===== src/rtl/i2s_tx_param.sv =====
// I2S transmitter with a stereo-pair FIFO, programmable slot/sample width and
// bit-clock divider. Frames are loaded from the FIFO at the start of each left slot.
module i2s_tx_param #(
  parameter int DATA_W   = 24,
  parameter int SLOT_W   = 32,
  parameter int DEPTH    = 4,
  parameter int SCLK_DIV = 2
) (
  input  logic                   clk,
  input  logic                   rstn,
  input  logic                   en,
  input  logic                   mono,
  input  logic                   in_valid,
  input  logic [DATA_W-1:0]      in_left,
  input  logic [DATA_W-1:0]      in_right,
  output logic                   in_ready,
  output logic [$clog2(DEPTH):0] fill,
  output logic                   sclk,
  output logic                   lrclk,
  output logic                   sdout,
  output logic                   underrun
);

  localparam int AW    = $clog2(DEPTH);
  localparam int FW    = AW + 1;
  localparam int FRAME = 2 * SLOT_W;
  localparam int PW    = $clog2(FRAME);
  localparam int DVW   = (SCLK_DIV > 1) ? $clog2(SCLK_DIV) : 1;

  if (DATA_W > SLOT_W) begin : g_bad_data_w
    $error("i2s_tx_param: DATA_W (%0d) must not exceed SLOT_W (%0d)", DATA_W, SLOT_W);
  end
  if (SCLK_DIV < 1) begin : g_bad_sclk_div
    $error("i2s_tx_param: SCLK_DIV (%0d) must be at least 1", SCLK_DIV);
  end
  if (DEPTH < 2 || (DEPTH & (DEPTH - 1)) != 0) begin : g_bad_depth
    $error("i2s_tx_param: DEPTH (%0d) must be a power of 2 and at least 2", DEPTH);
  end

  // Left-justify a sample inside its slot; the unused LSBs go out as zeros.
  function automatic logic [SLOT_W-1:0] to_slot(input logic [DATA_W-1:0] s);
    return SLOT_W'(s) << (SLOT_W - DATA_W);
  endfunction

  logic [2*DATA_W-1:0] mem [DEPTH];
  logic [AW-1:0]       wr_ptr;
  logic [AW-1:0]       rd_ptr;
  logic [FW-1:0]       fill_next;
  logic                push;
  logic                pop;

  logic [DVW-1:0]      div;
  logic [PW-1:0]       pos;
  logic [PW-1:0]       pos_next;
  logic [FRAME-1:0]    shreg;
  logic [FRAME-1:0]    frame_word;
  logic [2*DATA_W-1:0] head;
  logic [DATA_W-1:0]   head_l;
  logic [DATA_W-1:0]   head_r;
  logic                tick;
  logic                fall;
  logic                load;
  logic                lr_next;

  assign push = in_valid && in_ready;
  assign pop  = load && (fill != '0);

  always_comb begin
    fill_next = fill;
    if (push && !pop) begin
      fill_next = fill + 1'b1;
    end else if (pop && !push) begin
      fill_next = fill - 1'b1;
    end
  end

  always_ff @(posedge clk) begin
    if (push) begin
      mem[wr_ptr] <= {in_left, in_right};
    end
  end

  // in_ready is registered from the next occupancy so a pop never reaches it combinationally.
  always_ff @(posedge clk or negedge rstn) begin
    if (!rstn) begin
      wr_ptr   <= '0;
      rd_ptr   <= '0;
      fill     <= '0;
      in_ready <= 1'b0;
    end else begin
      if (push) begin
        wr_ptr <= wr_ptr + 1'b1;
      end
      if (pop) begin
        rd_ptr <= rd_ptr + 1'b1;
      end
      fill     <= fill_next;
      in_ready <= (fill_next < FW'(DEPTH));
    end
  end

  assign head       = mem[rd_ptr];
  assign head_l     = head[2*DATA_W-1 -: DATA_W];
  assign head_r     = head[DATA_W-1:0];
  assign frame_word = (fill != '0) ? {to_slot(head_l), to_slot(mono ? head_l : head_r)} : '0;

  assign tick     = (div == DVW'(SCLK_DIV - 1));
  assign fall     = en && tick && sclk;
  assign pos_next = (pos == PW'(FRAME - 1)) ? '0 : pos + 1'b1;
  assign load     = fall && (pos_next == '0);
  // Word select switches one bit ahead of the slot it announces.
  assign lr_next  = (pos_next >= PW'(SLOT_W - 1)) && (pos_next <= PW'(FRAME - 2));

  always_ff @(posedge clk or negedge rstn) begin
    if (!rstn) begin
      div      <= '0;
      sclk     <= 1'b0;
      pos      <= PW'(FRAME - 1);
      lrclk    <= 1'b0;
      sdout    <= 1'b0;
      underrun <= 1'b0;
      shreg    <= '0;
    end else if (!en) begin
      div      <= '0;
      sclk     <= 1'b0;
      pos      <= PW'(FRAME - 1);
      lrclk    <= 1'b0;
      sdout    <= 1'b0;
      underrun <= 1'b0;
    end else begin
      underrun <= load && (fill == '0);
      if (tick) begin
        div  <= '0;
        sclk <= ~sclk;
      end else begin
        div <= div + 1'b1;
      end
      if (fall) begin
        pos   <= pos_next;
        lrclk <= lr_next;
        if (load) begin
          sdout <= frame_word[FRAME-1];
          shreg <= frame_word << 1;
        end else begin
          sdout <= shreg[FRAME-1];
          shreg <= shreg << 1;
        end
      end
    end
  end

endmodule


===== config.mk =====
export PLATFORM = sky130hd
export DESIGN_NAME = i2s_tx_param
export DESIGN_NICKNAME = d
export VERILOG_FILES = /design/src/rtl/i2s_tx_param.sv
export SDC_FILE = /design/constraint.sdc
export NUM_CORES = 1
export LEC_CHECK = 0
export ABC_CLOCK_PERIOD_IN_PS = 5690
export CAP_MARGIN = 10
export CORE_ASPECT_RATIO = 0.8
export CORE_UTILIZATION = 67
export DETAILED_ROUTE_END_ITERATION = 10
export DONT_BUFFER_PORTS = 1
export GPL_TIMING_DRIVEN = 0
export PLACE_DENSITY_LB_ADDON = 0.12
export SLEW_MARGIN = 5
export SYNTH_ARGS = -nofsm -noshare
export SYNTH_HDL_FRONTEND = slang
export SYNTH_SLANG_ARGS = --single-unit

===== constraint.sdc =====
create_clock -name clk -period 5.69 [get_ports clk]
set_clock_uncertainty 0.05 [all_clocks]
set_input_delay 1.138 -clock clk [delete_from_list [all_inputs] [get_ports clk]]
set_output_delay 1.138 -clock clk [all_outputs]
set_load 0.02 [all_outputs]

==> results of run 1 <==
-- stage by stage --
| step | hold slack, ns | util [%] | power [W] | instances |
|---|---|---|---|---|
| after floorplan | 0.4059 | - | 0.003717 | 636 |
| after global placement | 0.4191 | 71.50 | 0.004065 | 851 |
| after detailed placement | 0.4263 | 71.92 | 0.004121 | 854 |
| after CTS | 0.2487 | 76.93 | 0.005761 | 900 |
| after global routing | 0.2405 | 76.93 | 0.005980 | 900 |
| final | 0.2589 | 76.93 | 0.005743 | 900 |
-- path summary, 6_finish.rpt --
check | from | end | slack (ns) | cells past startpoint
worst max register to register | pos[1] | flop | 2.67 | 12
worst min-delay path | rstn | in_ready | 0.26 | 0
worst max-delay path | pos[1] | flop | 2.67 | 12
min in group clk | shreg[12] | shreg[12] | 0.44 | 2
worst min register to register | shreg[12] | shreg[12] | 0.44 | 2
max in group asynchronous | rstn | pos[5] | 5.14 | 0
-- power breakdown --
group          internal [W]  total (W)  switching (W)
Combinational      0.000649    0.00139       0.000740
Clock              0.000955    0.00163       0.000677
Sequential          0.00252    0.00272       0.000201
Total               0.00413    0.00574        0.00162
-- cells in the mapped netlist, types with 2 or more instances --
master	instances
dfstp_2	6
nand2_1	39
dfrtp_1	68
a21oi_1	6
and2_1	24
edfxtp_1	192
o221ai_1	23
mux4_2	70
ha_1	13
or3_1	2
mux2i_1	25
buf_6	2
nand4b_1	2
and3_1	6
a221o_1	24
o21ai_0	9
nand3_1	7
nor3_1	4
inv_1	32
buf_2	22
a22o_1	8
xor2_1	5
nor2_1	5
clkbuf_1	15
xnor2_1	4
nand2b_1	2
nor2b_1	2
-- kinds of logic after synthesis --
| kind of cell | count (synthesis) | synth area share, % |
|---|---|---|
| buffers and inverters | 73 | 2.846 |
| adder cells (fa/ha/maj) | 13 | 1.451 |
| flip-flops | 266 | 68.01 |
| XOR/XNOR | 9 | 0.7031 |
| AND/OR/NAND/NOR | 100 | 4.766 |
| multiplexers | 95 | 16.29 |
| AO/OA/AOI/OAI | 80 | 5.926 |
-- area by class of cell --
type                    instances  area, sq um
multi-input cells             297         3276
fillers                       859         3704
flip-flops and latches        266         7625
well taps                     215        269.0
repair buffers                  3        60.06
clock inverters                15        146.4
plain buffers                  40        192.7
inverters                      33        126.4
clock buffers                  31        658.1
-- critical path: stages, from the launching register on --
cell and delay (ns):
dfstp_2 0.64, ha_1 0.17, buf_2 0.21, a21oi_1 0.06, o21ai_0 0.30, and3b_4 0.28
nand3_4 0.15, buf_2 0.25, ha_1 0.26, nand2b_1 0.19, nor2_1 0.09, a21oi_1 0.06
o31ai_1 0.20
-- routing by layer --
metal / wire, microns / up-vias / share of wire [%]
li1: - / 2595 / -
met1: 9644 / 3152 / 41
met2: 11300 / 316 / 48
met3: 2065 / 55 / 8.8
met4: 575 / 0 / 2.4
met5: 0 / - / 0
-- registers in the layout (all words and copies together) (netlist names), 2 cells and up, named ones only --
signal	cells
rd_ptr	2
wr_ptr	2
pos	6
mem	192
fill	2
shreg	55
==> impl_results.md, run 1 <==
- Top cell type's share of synthesized area: 51.43%
- Busiest grt layer: met2
- Cts hold-fix bufs: 0
- Top post-synthesis cells by area: edfxtp_1 (51%), dfrtp_1 (15%), mux4_2 (14%)
- Starting DRT DRC Count: 534
- Routed len/inst: 26.20 microns
- Initial antenna violation count: 0
- DRC viols: 0
- Met3 usage: 7.132%
- Routability Congestion: 0.8847
- Final Critical Period: 3.023 ns
- CP max FO: 10
- Setup slack at placement: 2.367 ns
- Final setup TNS: 0 ns
- Max cap viols: 0
- Fin. Hold Viols: 0
- Initial Util: 69.82%
- Final worst-path cycle share: 53.12%
- CP Class: flop to flop
- First-pass GRT wire length: 37460 microns
- FP Rows: 41
- Placed cell area: 0.01155 sq mm
- Synth-to-Final Area Change: 10.19%
- CP arrival: 3.40 ns
- Netlist cell types: 46
- Setup violators final: 0
- Min-Delay Path Class: primary input to async pin
- CTS tree: built
- Ant diodes: 0
- # clock sinks: 266
- Synth Instances: 636
- Fmax: 0.3308 GHz
- PwrDens: 464.9 mW/mm^2
- Die X: 146.6 microns
- DRT Pass-1 Iters: 5
- Yosys reg bits: 266
- M2 GR Usage: 45.62%
- Seq/Total Area, Yosys: 68.01%
- Routed WL: 23580 microns
- Io pins: 61
- RSZ-0062 raised after global routing: no
- GRT Total Usage: 29.11%
- ANT nets after route: 0
- Worst setup EP type: flop
- Drt via density: 6.798
- CTS H-tree depth: 1
- Top_reg_cell synth: edfxtp_1
- Yosys top cell by area: edfxtp_1
- EDFF count, synth: 192
- VDD IR max: 0.2739 mV
- Dpl hpwl: 14740 microns
- Share of cells above drive strength 1: 21.31%
- Slew @ Worst Pin: 1.038 ns
- Syn_nets: 702
- Mean area per synthesized cell: 17.63 sq um
- Outcome: complete, no violations
- Core Area: 0.01606 sq mm
- Via Count: 6118
- Startpoint type of the worst setup path: flop
- Vias in the first global route: 6543
- Overflow after GRT: 0
- Global Route met1 Usage: 41.22%
- PortBufs: 0
- Mapped cell area: 0.01121 sq mm
- Commonest non-fill, non-tap cell in the layout: edfxtp_1
- CTS Buf Count: 25
- Slew headroom: 30.79%
- Largest net degree at the start of global routing: 75
- Commonest cells after routing, fill and taps aside: edfxtp_1 (192), mux4_2 (70), dfrtp_1 (68)
- Gates resized, CTS repair: 0
- Slew Viols, Final: 0
- Final setup margin: 2.667 ns
- CTS root buf: clkbuf_16
- Nets: 732
- YS warnings: 0
- WP data required: 6.07 ns
- Clock transition at path regs: 0.06 ns
- # Post-CTS Setup Buffers: 0
- Die area: 0.01726 sq mm
- Leak: 4.439 nW
- Asr flop ratio synth: 27.82%
- CTS Buffer Depth: 3
- Die Span Y: 117.7 microns
- Clk_lat worst skew: 0.52 ns
- Finished Cell Area: 0.01235 sq mm
(Power assumes the default switching activity.)
==> inputs of run 2 (changes only) <==
Settings changed: ABC_CLOCK_PERIOD_IN_PS 5690 to 2900, CORE_UTILIZATION 67 to 63.
Clock period 5.69 ns to 2.9 ns, I/O delays scaled along.
==> impl_results.md, run 2 (synthesized netlist as in run 1, its figures left out) <==
- Outcome: complete, no violations (unchanged)
- Final Critical Period: 2.678 ns (was 3.023 ns)
- Routed len/inst: 25.29 microns (was 26.20 microns)
- Vias in the first global route: 6360 (was 6543)
- Via Count: 6049 (was 6118)
- Startpoint type of the worst setup path: flop (unchanged)
- Core Area: 0.01738 sq mm (was 0.01606 sq mm)
- FP Rows: 43 (was 41)
- Routed WL: 23290 microns (was 23580 microns)
- Clk_lat worst skew: 0.53 ns (was 0.52 ns)
- Slew Viols, Final: 0 (unchanged)
- RSZ-0062 raised after global routing: no (unchanged)
- Reg2Reg Setup Slack: 0.22 ns (was 2.67 ns)
- Commonest cells after routing, fill and taps aside: edfxtp_1 (192), mux4_2 (70), dfrtp_1 (68) (unchanged)
- ANT nets after route: 0 (unchanged)
- DRT Pass-1 Iters: 5 (unchanged)
- Worst r2r src: pos[1] (unchanged)
- Die X: 151.1 microns (was 146.6 microns)
- Slew @ Worst Pin: 1.121 ns (was 1.038 ns)
- WP data required: 3.27 ns (was 6.07 ns)
- Fmax: 0.3735 GHz (was 0.3308 GHz)
- CTS Buf Count: 25 (unchanged)
- Final worst-path cycle share: 92.33% (was 53.12%)
- CP max FO: 10 (unchanged)
- Dpl hpwl: 14690 microns (was 14740 microns)
- Initial antenna violation count: 0 (unchanged)
- Placed cell count: 865 (was 854)
- Min-Delay Path Class: primary input to flop (was primary input to async pin)
- VDD IR max: 0.5494 mV (was 0.2739 mV)
- CTS H-tree depth: 1 (unchanged)
- Max cap viols: 0 (unchanged)
- Hold endpoint: mem[3][13]
- Share of cells above drive strength 1: 23.28% (was 21.31%)
- Die area: 0.01834 sq mm (was 0.01726 sq mm)
- Ant diodes: 0 (unchanged)
- Io pins: 61 (unchanged)
- Starting DRT DRC Count: 571 (was 534)
- Fin. Hold Viols: 0 (unchanged)
- Largest reg by FF count: mem (unchanged)
- Die Span Y: 121.3 microns (was 117.7 microns)
- DRC viols: 0 (unchanged)
- Clock transition at path regs: 0.07 ns (was 0.06 ns)
- CTS Buffer Depth: 3 (unchanged)
- Synth-to-Final Area Change: 11.57% (was 10.19%)
- GRT Total Usage: 27.37% (was 29.11%)
- Commonest non-fill, non-tap cell in the layout: edfxtp_1 (unchanged)
- Biggest regs: mem (192), shreg (55), pos (6) (unchanged)
- Overflow after GRT: 0 (unchanged)
- Leak: 4.503 nW (was 4.439 nW)
- Hold Crit Depth: 0
- Final non-filler cell total: 921 (was 900)
- CTS root buf: clkbuf_16 (unchanged)
- PortBufs: 0 (unchanged)
- Routability Congestion: 0.8756 (was 0.8847)
- PwrDens: 904.7 mW/mm^2 (was 464.9 mW/mm^2)
- Worst r2r path cells: 12 (unchanged)
- Largest net degree at the start of global routing: 75 (unchanged)
- Drt via density: 6.568 (was 6.798)
- Layout Utilization: 71.98% (was 76.93%)
- Hold path startpoint: in_right[13]
- Max reg flops: 192 (unchanged)
- Initial Util: 64.51% (was 69.82%)
- First-pass GRT wire length: 36730 microns (was 37460 microns)
- CTS tree: built (unchanged)
- Slew headroom: 25.23% (was 30.79%)
- CP Class: flop to flop (unchanged)
- CP arrival: 3.05 ns (was 3.40 ns)
- # clock sinks: 266 (unchanged)
- Nets: 743 (was 732)
- Worst setup EP type: flop (unchanged)
- Setup violators final: 0 (unchanged)
==> run 2: layout make-up <==
class / instances / area, sq um
sequential: 266 / 7625
fill: 1047 / 4870
multi-input combinational: 297 / 3289
clock buffer: 35 / 683.2
tap: 225 / 281.5
buffer: 39 / 193.9
timing repair buffer: 15 / 192.7
inverter: 33 / 128.9
clock inverter: 11 / 113.9
==> run 2: metrics by stage <==
step | cell area [sq um] | total power, W | TNS [ns] | worst slack, ns | hold WS [ns]
3_5_place_dp | 11590 | 0.008129 | -0.1555 | -0.08265 | 0.2365
3_3_place_gp | 11490 | 0.007988 | -54.98 | -0.3337 | 0.2360
6_report | 12510 | 0.01132 | 0 | 0.2224 | 0.09233
2_1_floorplan | 11210 | 0.007293 | 0 | 0.2939 | 0.2344
5_1_grt | 12510 | 0.01182 | 0 | 0.04322 | 0.07764
4_1_cts | 12440 | 0.01137 | 0 | 0.1029 | 0.08337
==> run 2: worst max path at each step <==
stage              start         end  slack (ns)
3_3_place_gp   wr_ptr[1]  mem[1][34]       -0.33
2_1_floorplan     pos[1]    in_ready        0.29
4_1_cts           pos[0]        flop        0.10
5_1_grt           pos[0]        flop        0.04
6_report          pos[1]        flop        0.22
3_5_place_dp      pos[1]        flop       -0.08
==> run 2: worst max-delay path, cell delays in order, from the launching register on <==
cell	delay (ns)
dfstp_2	0.54
ha_1	0.14
buf_4	0.16
xnor2_1	0.14
nand3_1	0.12
and3b_4	0.34
nand3_4	0.15
buf_8	0.17
ha_1	0.22
nand2b_4	0.16
nor2_1	0.08
a21oi_1	0.07
o31ai_1	0.24
==> run 2: power breakdown <==
part | leakage, nW | switching, W | internal, W
sequential | 2.72 | 0.000370 | 0.00494
clock | 0.380 | 0.00138 | 0.00183
combinational | 1.41 | 0.00148 | 0.00131
==> run 2: routing by layer <==
metal | global-route usage, % | part of all wire [%] | vias to the layer above
met5 | 0 | 0 | -
met4 | 7.813 | 2.7 | 0
met3 | 5.489 | 8.6 | 51
met2 | 41.54 | 46 | 277
met1 | 40.88 | 42 | 3111
li1 | - | - | 2610
==> run 2: repair_timing <==
action	4_1_cts	5_1_grt
endpoints found under the setup margin	2	3
pin swaps	0	1
hold buffers	2	0
gates resized for setup	2	8
hold endpoints to repair	74	0
buffers inserted	2	7
==> inputs of run 3 (changes only) <==
Settings changed: SKIP_LAST_GASP from default to 1.
==> results of run 3 <==
The final DEF is identical to that of run 2; final timing and power are the same.
